### config.mk
export PLATFORM = sky130hd
export DESIGN_NAME = edc_pipe
export DESIGN_NICKNAME = d
export VERILOG_FILES = /design/src/rtl/edc_pkg.sv /design/src/rtl/edc_sq_axis.sv /design/src/rtl/edc_pipe.sv
export SDC_FILE = /design/constraint.sdc
export NUM_CORES = 1
export LEC_CHECK = 0
export BUFFER_PORTS_ARGS = -buffer_cell sky130_fd_sc_hd__buf_2
export CORE_ASPECT_RATIO = 1.75
export CORE_MARGIN = 2
export CORE_UTILIZATION = 30
export CTS_BUF_LIST = sky130_fd_sc_hd__clkbuf_16
export DETAILED_ROUTE_END_ITERATION = 10
export MAX_ROUTING_LAYER = met4
export PLACE_DENSITY = 0.51
export RECOVER_POWER = 25
export SLEW_MARGIN = 20
export SYNTH_ARGS = -nofsm -noshare
export SYNTH_HDL_FRONTEND = slang
export SYNTH_SLANG_ARGS = --single-unit
### constraint.sdc
create_clock -name clk -period 9.45 [get_ports clk]
set_clock_uncertainty 0.15 [all_clocks]
set_input_delay 1.4175 -clock clk [delete_from_list [all_inputs] [get_ports clk]]
set_output_delay 1.4175 -clock clk [all_outputs]
set_load 0.05 [all_outputs]
### src/rtl/edc_pkg.sv
// Shared widths, helper function and point payload for the squared-distance pipeline.
package edc_pkg;

    localparam int unsigned COORD_W_DEF = 8;
    localparam int unsigned IDX_W_DEF   = 10;

    // Wide enough for the worst-case sum of three squared COORD_W-bit differences.
    function automatic int unsigned dist_w(input int unsigned coord_w);
        return 2 * coord_w + 2;
    endfunction

    typedef struct packed {
        logic [COORD_W_DEF-1:0] x;
        logic [COORD_W_DEF-1:0] y;
        logic [COORD_W_DEF-1:0] z;
        logic [IDX_W_DEF-1:0]   idx;
    } point_t;

endpackage

### src/rtl/edc_sq_axis.sv
// One axis of the distance pipeline: registered |a-c|, then registered square.
module edc_sq_axis #(
    parameter  int unsigned COORD_W = 8,
    localparam int unsigned SQ_W    = 2 * COORD_W
) (
    input  logic               clk,
    input  logic               rst_n,
    input  logic               en,
    input  logic [COORD_W-1:0] a,
    input  logic [COORD_W-1:0] c,
    output logic [SQ_W-1:0]    sq
);

    logic [COORD_W-1:0] diff_c;
    logic [COORD_W-1:0] diff_q;

    // Unsigned absolute difference; no sign bit is needed since only its square is used.
    always_comb begin
        diff_c = (a >= c) ? (a - c) : (c - a);
    end

    // S1: capture the absolute difference.
    always_ff @(posedge clk or negedge rst_n) begin
        if (!rst_n) begin
            diff_q <= '0;
        end else if (en) begin
            diff_q <= diff_c;
        end
    end

    // S2: capture the square at full 2*COORD_W precision.
    always_ff @(posedge clk or negedge rst_n) begin
        if (!rst_n) begin
            sq <= '0;
        end else if (en) begin
            sq <= SQ_W'(diff_q) * SQ_W'(diff_q);
        end
    end

endmodule

### src/rtl/edc_pipe.sv
// Three-stage squared-Euclidean-distance unit with radius test and per-group hit counter.
module edc_pipe
    import edc_pkg::*;
#(
    parameter  int unsigned COORD_W = COORD_W_DEF,
    parameter  int unsigned IDX_W   = IDX_W_DEF,
    parameter  int unsigned NSAMPLE = 32,
    parameter  int unsigned CNT_W   = 6,
    localparam int unsigned DIST_W  = dist_w(COORD_W),
    localparam int unsigned SQ_W    = 2 * COORD_W
) (
    input  logic               clk,
    input  logic               rst_n,
    input  logic               grp_start,
    input  logic [COORD_W-1:0] cp_x,
    input  logic [COORD_W-1:0] cp_y,
    input  logic [COORD_W-1:0] cp_z,
    input  logic [DIST_W-1:0]  radius_sq,
    input  logic               in_valid,
    output logic               in_ready,
    input  logic [COORD_W-1:0] in_x,
    input  logic [COORD_W-1:0] in_y,
    input  logic [COORD_W-1:0] in_z,
    input  logic [IDX_W-1:0]   in_idx,
    output logic               out_valid,
    input  logic               out_ready,
    output logic [DIST_W-1:0]  distsquare,
    output logic [IDX_W-1:0]   out_idx,
    output logic               in_radius,
    output logic [CNT_W-1:0]   hit_cnt,
    output logic               grp_full
);

    logic               en;
    logic [COORD_W-1:0] cp_x_q, cp_y_q, cp_z_q;
    logic [DIST_W-1:0]  rad_q;
    logic               v_s1, v_s2;
    logic [IDX_W-1:0]   idx_s1, idx_s2;
    logic [SQ_W-1:0]    sq_x, sq_y, sq_z;
    logic [DIST_W-1:0]  sum_c;

    // Single global advance: the whole pipe moves unless the output is stalled.
    always_comb begin
        en       = !out_valid || out_ready;
        in_ready = en;
        grp_full = (hit_cnt == CNT_W'(NSAMPLE));
        sum_c    = DIST_W'(sq_x) + DIST_W'(sq_y) + DIST_W'(sq_z);
    end

    // Centre point and radius, reloaded on each group start.
    always_ff @(posedge clk or negedge rst_n) begin
        if (!rst_n) begin
            cp_x_q <= '0;
            cp_y_q <= '0;
            cp_z_q <= '0;
            rad_q  <= '0;
        end else if (grp_start) begin
            cp_x_q <= cp_x;
            cp_y_q <= cp_y;
            cp_z_q <= cp_z;
            rad_q  <= radius_sq;
        end
    end

    edc_sq_axis #(.COORD_W(COORD_W)) u_ax_x (
        .clk(clk), .rst_n(rst_n), .en(en), .a(in_x), .c(cp_x_q), .sq(sq_x)
    );
    edc_sq_axis #(.COORD_W(COORD_W)) u_ax_y (
        .clk(clk), .rst_n(rst_n), .en(en), .a(in_y), .c(cp_y_q), .sq(sq_y)
    );
    edc_sq_axis #(.COORD_W(COORD_W)) u_ax_z (
        .clk(clk), .rst_n(rst_n), .en(en), .a(in_z), .c(cp_z_q), .sq(sq_z)
    );

    // Valid and index tags travel alongside the axis stages; bubbles are kept.
    always_ff @(posedge clk or negedge rst_n) begin
        if (!rst_n) begin
            v_s1      <= 1'b0;
            v_s2      <= 1'b0;
            out_valid <= 1'b0;
            idx_s1    <= '0;
            idx_s2    <= '0;
            out_idx   <= '0;
        end else if (en) begin
            v_s1      <= in_valid;
            v_s2      <= v_s1;
            out_valid <= v_s2;
            idx_s1    <= in_idx;
            idx_s2    <= idx_s1;
            out_idx   <= idx_s2;
        end
    end

    // S3: sum the squares and test against the latched radius.
    always_ff @(posedge clk or negedge rst_n) begin
        if (!rst_n) begin
            distsquare <= '0;
            in_radius  <= 1'b0;
        end else if (en) begin
            distsquare <= sum_c;
            in_radius  <= (sum_c <= rad_q);
        end
    end

    // Hit counter: group start clears and beats a same-cycle counted handshake.
    always_ff @(posedge clk or negedge rst_n) begin
        if (!rst_n) begin
            hit_cnt <= '0;
        end else if (grp_start) begin
            hit_cnt <= '0;
        end else if (out_valid && out_ready && in_radius && !grp_full) begin
            hit_cnt <= hit_cnt + CNT_W'(1);
        end
    end

endmodule

# --- Word-level counts from Yosys, hierarchy flattened ---
# Index checks and enable logic that the tools add are counted.
op_classes:
  add_sub_neg: 9
  n_mul: 3
  n_lt_le_gt_ge: 4
  n_eq_ne: 1
  mux: 5
  reduce_logical: 7
op_table:
  columns: ["operator", "n"]
  rows:
  - ["8-bit by 8-bit multiplier with 16-bit output", 3]
  - ["8-bit subtractor", 6]
  - ["8-bit >= comparator", 3]
  - ["8-bit 2-to-1 mux", 3]
  - ["17-bit by 16-bit adder with 18-bit output", 1]
  - ["18-bit less-or-equal comparator", 1]
  - ["16-bit by 16-bit adder with 17-bit output", 1]
  - ["6-bit 2-to-1 mux", 2]
  - ["6-bit by 1-bit adder with 6-bit output (second input constant)", 1]
  - ["6-bit == test (second input constant)", 1]
  - ["1-bit logical AND", 3]
  - ["1-bit logical NOT", 2]
  - ["2-bit nonzero test", 1]
  - ["1-bit logical OR", 1]
totals:
  register_bits: 172
  in_bits: 81
  out_inout_bits: 38

# --- Depth between registers and ports, before layout ---
logic_depth:
  word_depth: 5
  ltp_mapped: 18

# --- Hierarchy ---
# A second synthesis with hierarchy kept.
hier_totals:
  cells_unflattened: 1638
  area_unflattened_um2: 15137.0
modules_own_cells:
  columns: ["module", "n_inst", "cells_each", "area_per_inst_um2", "seq_area_each_um2"]
  rows:
  - ["edc_pipe", 1, 515, 5245.0, 2502.4]
  - ["edc_sq_axis (u_ax_x)", 1, 384, 3347.0, 575.6]
  - ["edc_sq_axis (u_ax_y)", 1, 384, 3337.0, 575.6]
  - ["edc_sq_axis (u_ax_z)", 1, 355, 3208.1, 575.6]

# --- Worst setup path after synthesis ---
# No wires, ideal clock.
synth_path:
  path_type: "reg2reg"
  start: "register u_ax_y.diff_q[5]"
  end: "register u_ax_y.sq[14]"
  t_arrival_ps: 4318
  required_ps: 9167
  slack_ps: 4849
  path_stages_with_launch: 17
  n_path_buf: 1
  synth_period_minus_slack_ps: 4601
  cell_sequence: "dfrtp_1 clkbuf_1 inv_1 nor2_1 fa_1 fa_1 inv_1 fa_1 fa_1 inv_1 ha_1 or2_2 a21oi_1 a31oi_1 a311oi_1 xor2_1 o21ai_0"
synth_between:
  elab_chain_len: 1
synth_rtl:
  columns: ["element", "line_no", "text"]
  rows:
  - ["start, declared", "edc_sq_axis.sv:15", "logic [COORD_W-1:0] diff_q;"]
  - ["start signal, assigned", "edc_sq_axis.sv:27", "diff_q <= diff_c;"]
  - ["8-bit by 8-bit multiplier with 16-bit output", "edc_sq_axis.sv:36", "sq <= SQ_W'(diff_q) * SQ_W'(diff_q);"]
  - ["end signal, assigned", "edc_sq_axis.sv:36", null]
  - ["end, declared", "edc_sq_axis.sv:11", "output logic [SQ_W-1:0] sq"]
# No other way between the ends.
# A chain may end at the register's enable or synchronous reset.

==> key figures <==
Clocking
  – TritonCTS clock tree: yes
  – Post-CTS sizing: 0
  – Sinks on Clock Net: 169
  – Reg clk slew, reported paths: 80 ps
  – CTS Root Cell: clkbuf_16
  – Clock tree buffer depth: 2
  – CTS Hold Bufs: 0
  – H-tree depth: 4
  – Postcts setup bufs: 0
  – Number of buffers created by CTS: 17
  – Clock insertion delay at the later pin of the skew report: 460 ps

STA
  – Pins Over Slew Limit: 152
  – Slew HR: -1.398
  – Final min period: 5335 ps
  – Setup WS post-layout: 4115 ps
  – Unrepaired setup endpoints after global routing: no
  – Final setup violation count: 0
  – Final Hold Viols: 0
  – Fin Setup TNS: 0 ps
  – Tcrit/Tclk final: 0.5645
  – Worst Tran Pin Value: 3597 ps
  – Fmax: 0.1875 GHz

Setup path
  – Reg-to-reg startpoint: u_ax_y.diff_q[5]
  – Crit path cell chain: clkbuf_1, buf_4, buf_4
  – R2R Path End: u_ax_y.sq[13]
  – Cell family with most CP delay: buffers and inverters
  – Crit path top cell by count: buf_4
  – Crit path from: rst_n
  – Worst path bufs/invs: 3
  – Crit Path Class: primary input to async pin
  – Kind of capture point of the worst setup path: async pin
  – CP startpoint kind: primary input
  – Worst Reg2Reg Path Length in Cells: 14
  – Slowest-stage cell, CP: clkbuf_1
  – R2r setup slk: 4530 ps
  – Arr. time, crit path: 5680 ps
  – WP data required: 9790 ps
  – WP depth: 3
  – Max incr delay on CP: 2470 ps
  – Worst Path Max Fanout: 66

Route
  – Post-route ant nets: 0
  – Total vias in the final route: 10970
  – Routed WL: 34.99 mm
  – DR vias/cell: 4.756
  – DR iter-0 viols: 421
  – 1st-pass router iterations: 5
  – DRC violations left: 0
  – Avg WL per Cell: 15.17 um

Cells and area
  – Nets@finish: 2046
  – Share of cells above drive strength 1: 0.1040
  – Most frequent cells in the layout: nand2_1 (288), inv_1 (222), dfrtp_1 (169)
  – # fillers: 4913
  – Commonest non-fill, non-tap cell in the layout: nand2_1
  – Area grow syn2layout: 12.10%
  – Final cell area excluding filler cells: 16180 um^2
  – N_diodes: 0

GRT
  – GRT Resource Usage Total: 0.1508
  – Met2 global-route usage: 0.2943
  – Routing usage on met1: 0.1521
  – Initial antenna violation count: 0
  – Vias in the first global route: 11480
  – Grt met3 use: 0.01681
  – Total grt overflow: 0
  – Largest net degree at the start of global routing: 90
  – First-pass GRT wire length: 57.54 mm
  – Grt peak-use layer: met2

Floorplanning
  – Num ports: 119
  – Die X-Extent: 169.8 um
  – Initial Utilization: 0.3032
  – Die area: 49960 um^2
  – Die height: 294.2 um
  – Row count: 106
  – Core Area: 47610 um^2

Placed design
  – Number of port buffers: 118
  – Gpl congestion: 0.8799
  – Placement Cell Area: 15560 um^2
  – Post-DP HPWL: 27.67 mm
  – DP Worst Slack: 4540 ps

Min path
  – Worst min path class: register to register
  – Startpoint of the worst hold path: v_s2
  – Hold Path End: out_valid
  – Hold Crit Depth: 1

Synthesis
  – Number of synthesized flops with an enable pin: 0
  – Avg Cell Area, Syn: 8.900 um^2
  – Yosys warnings: 0
  – Number of synthesized register bits: 169
  – Seq/Total Area, Yosys: 0.2929
  – Post-synthesis cell type count: 54
  – Mapped Cells: 1622
  – Synthesized area: 14440 um^2
  – Synth Flop Type: dfrtp_1
  – Fraction of registers with async set/reset: 1.000

Job
  – # Max-Cap Violations: 2

Outcome
  – Status: finished, violations left
  – Violated checks: max-capacitance violations, max-slew violations
[metrics by stage]
stage	utilization	std cells	hold slack, ps
final	0.3399	2306	309.3
after detailed placement	0.3268	2274	297.9
after floorplan	-	1623	280.0
after global placement	0.3268	2274	296.7
after global routing	0.3399	2306	339.5
after CTS	0.3402	2306	317.4
[worst max path at each step]
stage	endpoint	slack (ps)
2_1_floorplan	u_ax_y.sq[14]	4850
3_3_place_gp	u_ax_y.sq[13]	4660
3_5_place_dp	u_ax_y.sq[13]	4540
4_1_cts	u_ax_y.sq[13]	4510
5_1_grt	rad_q[16]	3150
6_report	rad_q[3]	4120
[cell usage after synthesis (all sizes together) (2+ instances only)]
library cell  count  area, um^2
a211o             2       17.52
a211oi           15       112.6
a21boi            3       22.52
a21o             34       256.5
a21oi            91       455.4
a221oi            3       78.83
a311oi            6       52.55
a31oi            19       118.9
a41o              2       20.02
a41oi             3       26.28
and2             51       321.6
and3              9       57.56
and4              2       17.52
buf               8       57.55
clkbuf           59       221.5
conb              2       7.510
dfrtp           169        4229
fa               99        1982
ha              167        2090
inv             223       837.1
mux2             10       112.6
mux2i            22       220.2
nand2           288        1081
nand2b            6       37.54
nand3             4       20.02
nand3b            5       37.54
nand4            12       75.07
nor2             77       289.0
nor2b             7       43.79
nor3              5       25.02
o2111ai           3       26.28
o211a             3       30.03
o211ai            9       67.56
o21a              4       30.03
o21ai            96       480.5
o31ai             8       60.06
or2               5       31.28
or3               2       12.51
xnor2            50       437.9
xor2             31       271.5
[registers in the layout, summed over array words and instances, names as in the netlist]
name / cells
distsquare: 18
rad_q: 18
u_ax_x.sq: 15
u_ax_y.sq: 15
u_ax_z.sq: 15
idx_s1: 10
idx_s2: 10
out_idx: 10
cp_x_q: 8
cp_y_q: 8
cp_z_q: 8
u_ax_x.diff_q: 8
u_ax_y.diff_q: 8
u_ax_z.diff_q: 8
hit_cnt: 6
in_radius: 1
out_valid: 1
v_s1: 1
v_s2: 1
[routing by layer]
metal / part of all wire / up-vias / wire, um
met5: 0 / - / 0
met2: 0.57 / 157 / 20010
li1: - / 5424 / -
met1: 0.38 / 5336 / 13360
met4: 0.025 / 0 / 862
met3: 0.021 / 51 / 749
[cells by family after synthesis]
logic type / Yosys count / share of synthesized area
flip-flops: 169 / 0.2929
multiplexers: 32 / 0.02305
adder cells (fa/ha/maj): 266 / 0.2820
other: 2 / 0.0005202
buffers and inverters: 290 / 0.07731
AO/OA/AOI/OAI: 309 / 0.1330
AND/OR/NAND/NOR: 473 / 0.1420
XOR/XNOR: 81 / 0.04914
[cell type report]
class | instances | area (um^2) | share of cell area
clock inverter | 15 | 212.7 | 0.01314
inverter | 223 | 839.6 | 0.05188
multi-input combinational | 1164 | 9102 | 0.5625
sequential | 169 | 4229 | 0.2613
clock buffer | 17 | 425.4 | 0.02629
tap | 594 | 743.2 | 0.04593
timing repair buffer | 124 | 630.6 | 0.03897
Power is not shown: default switching activity piles up to over one toggle a cycle in this logic, so the estimate is an artifact.
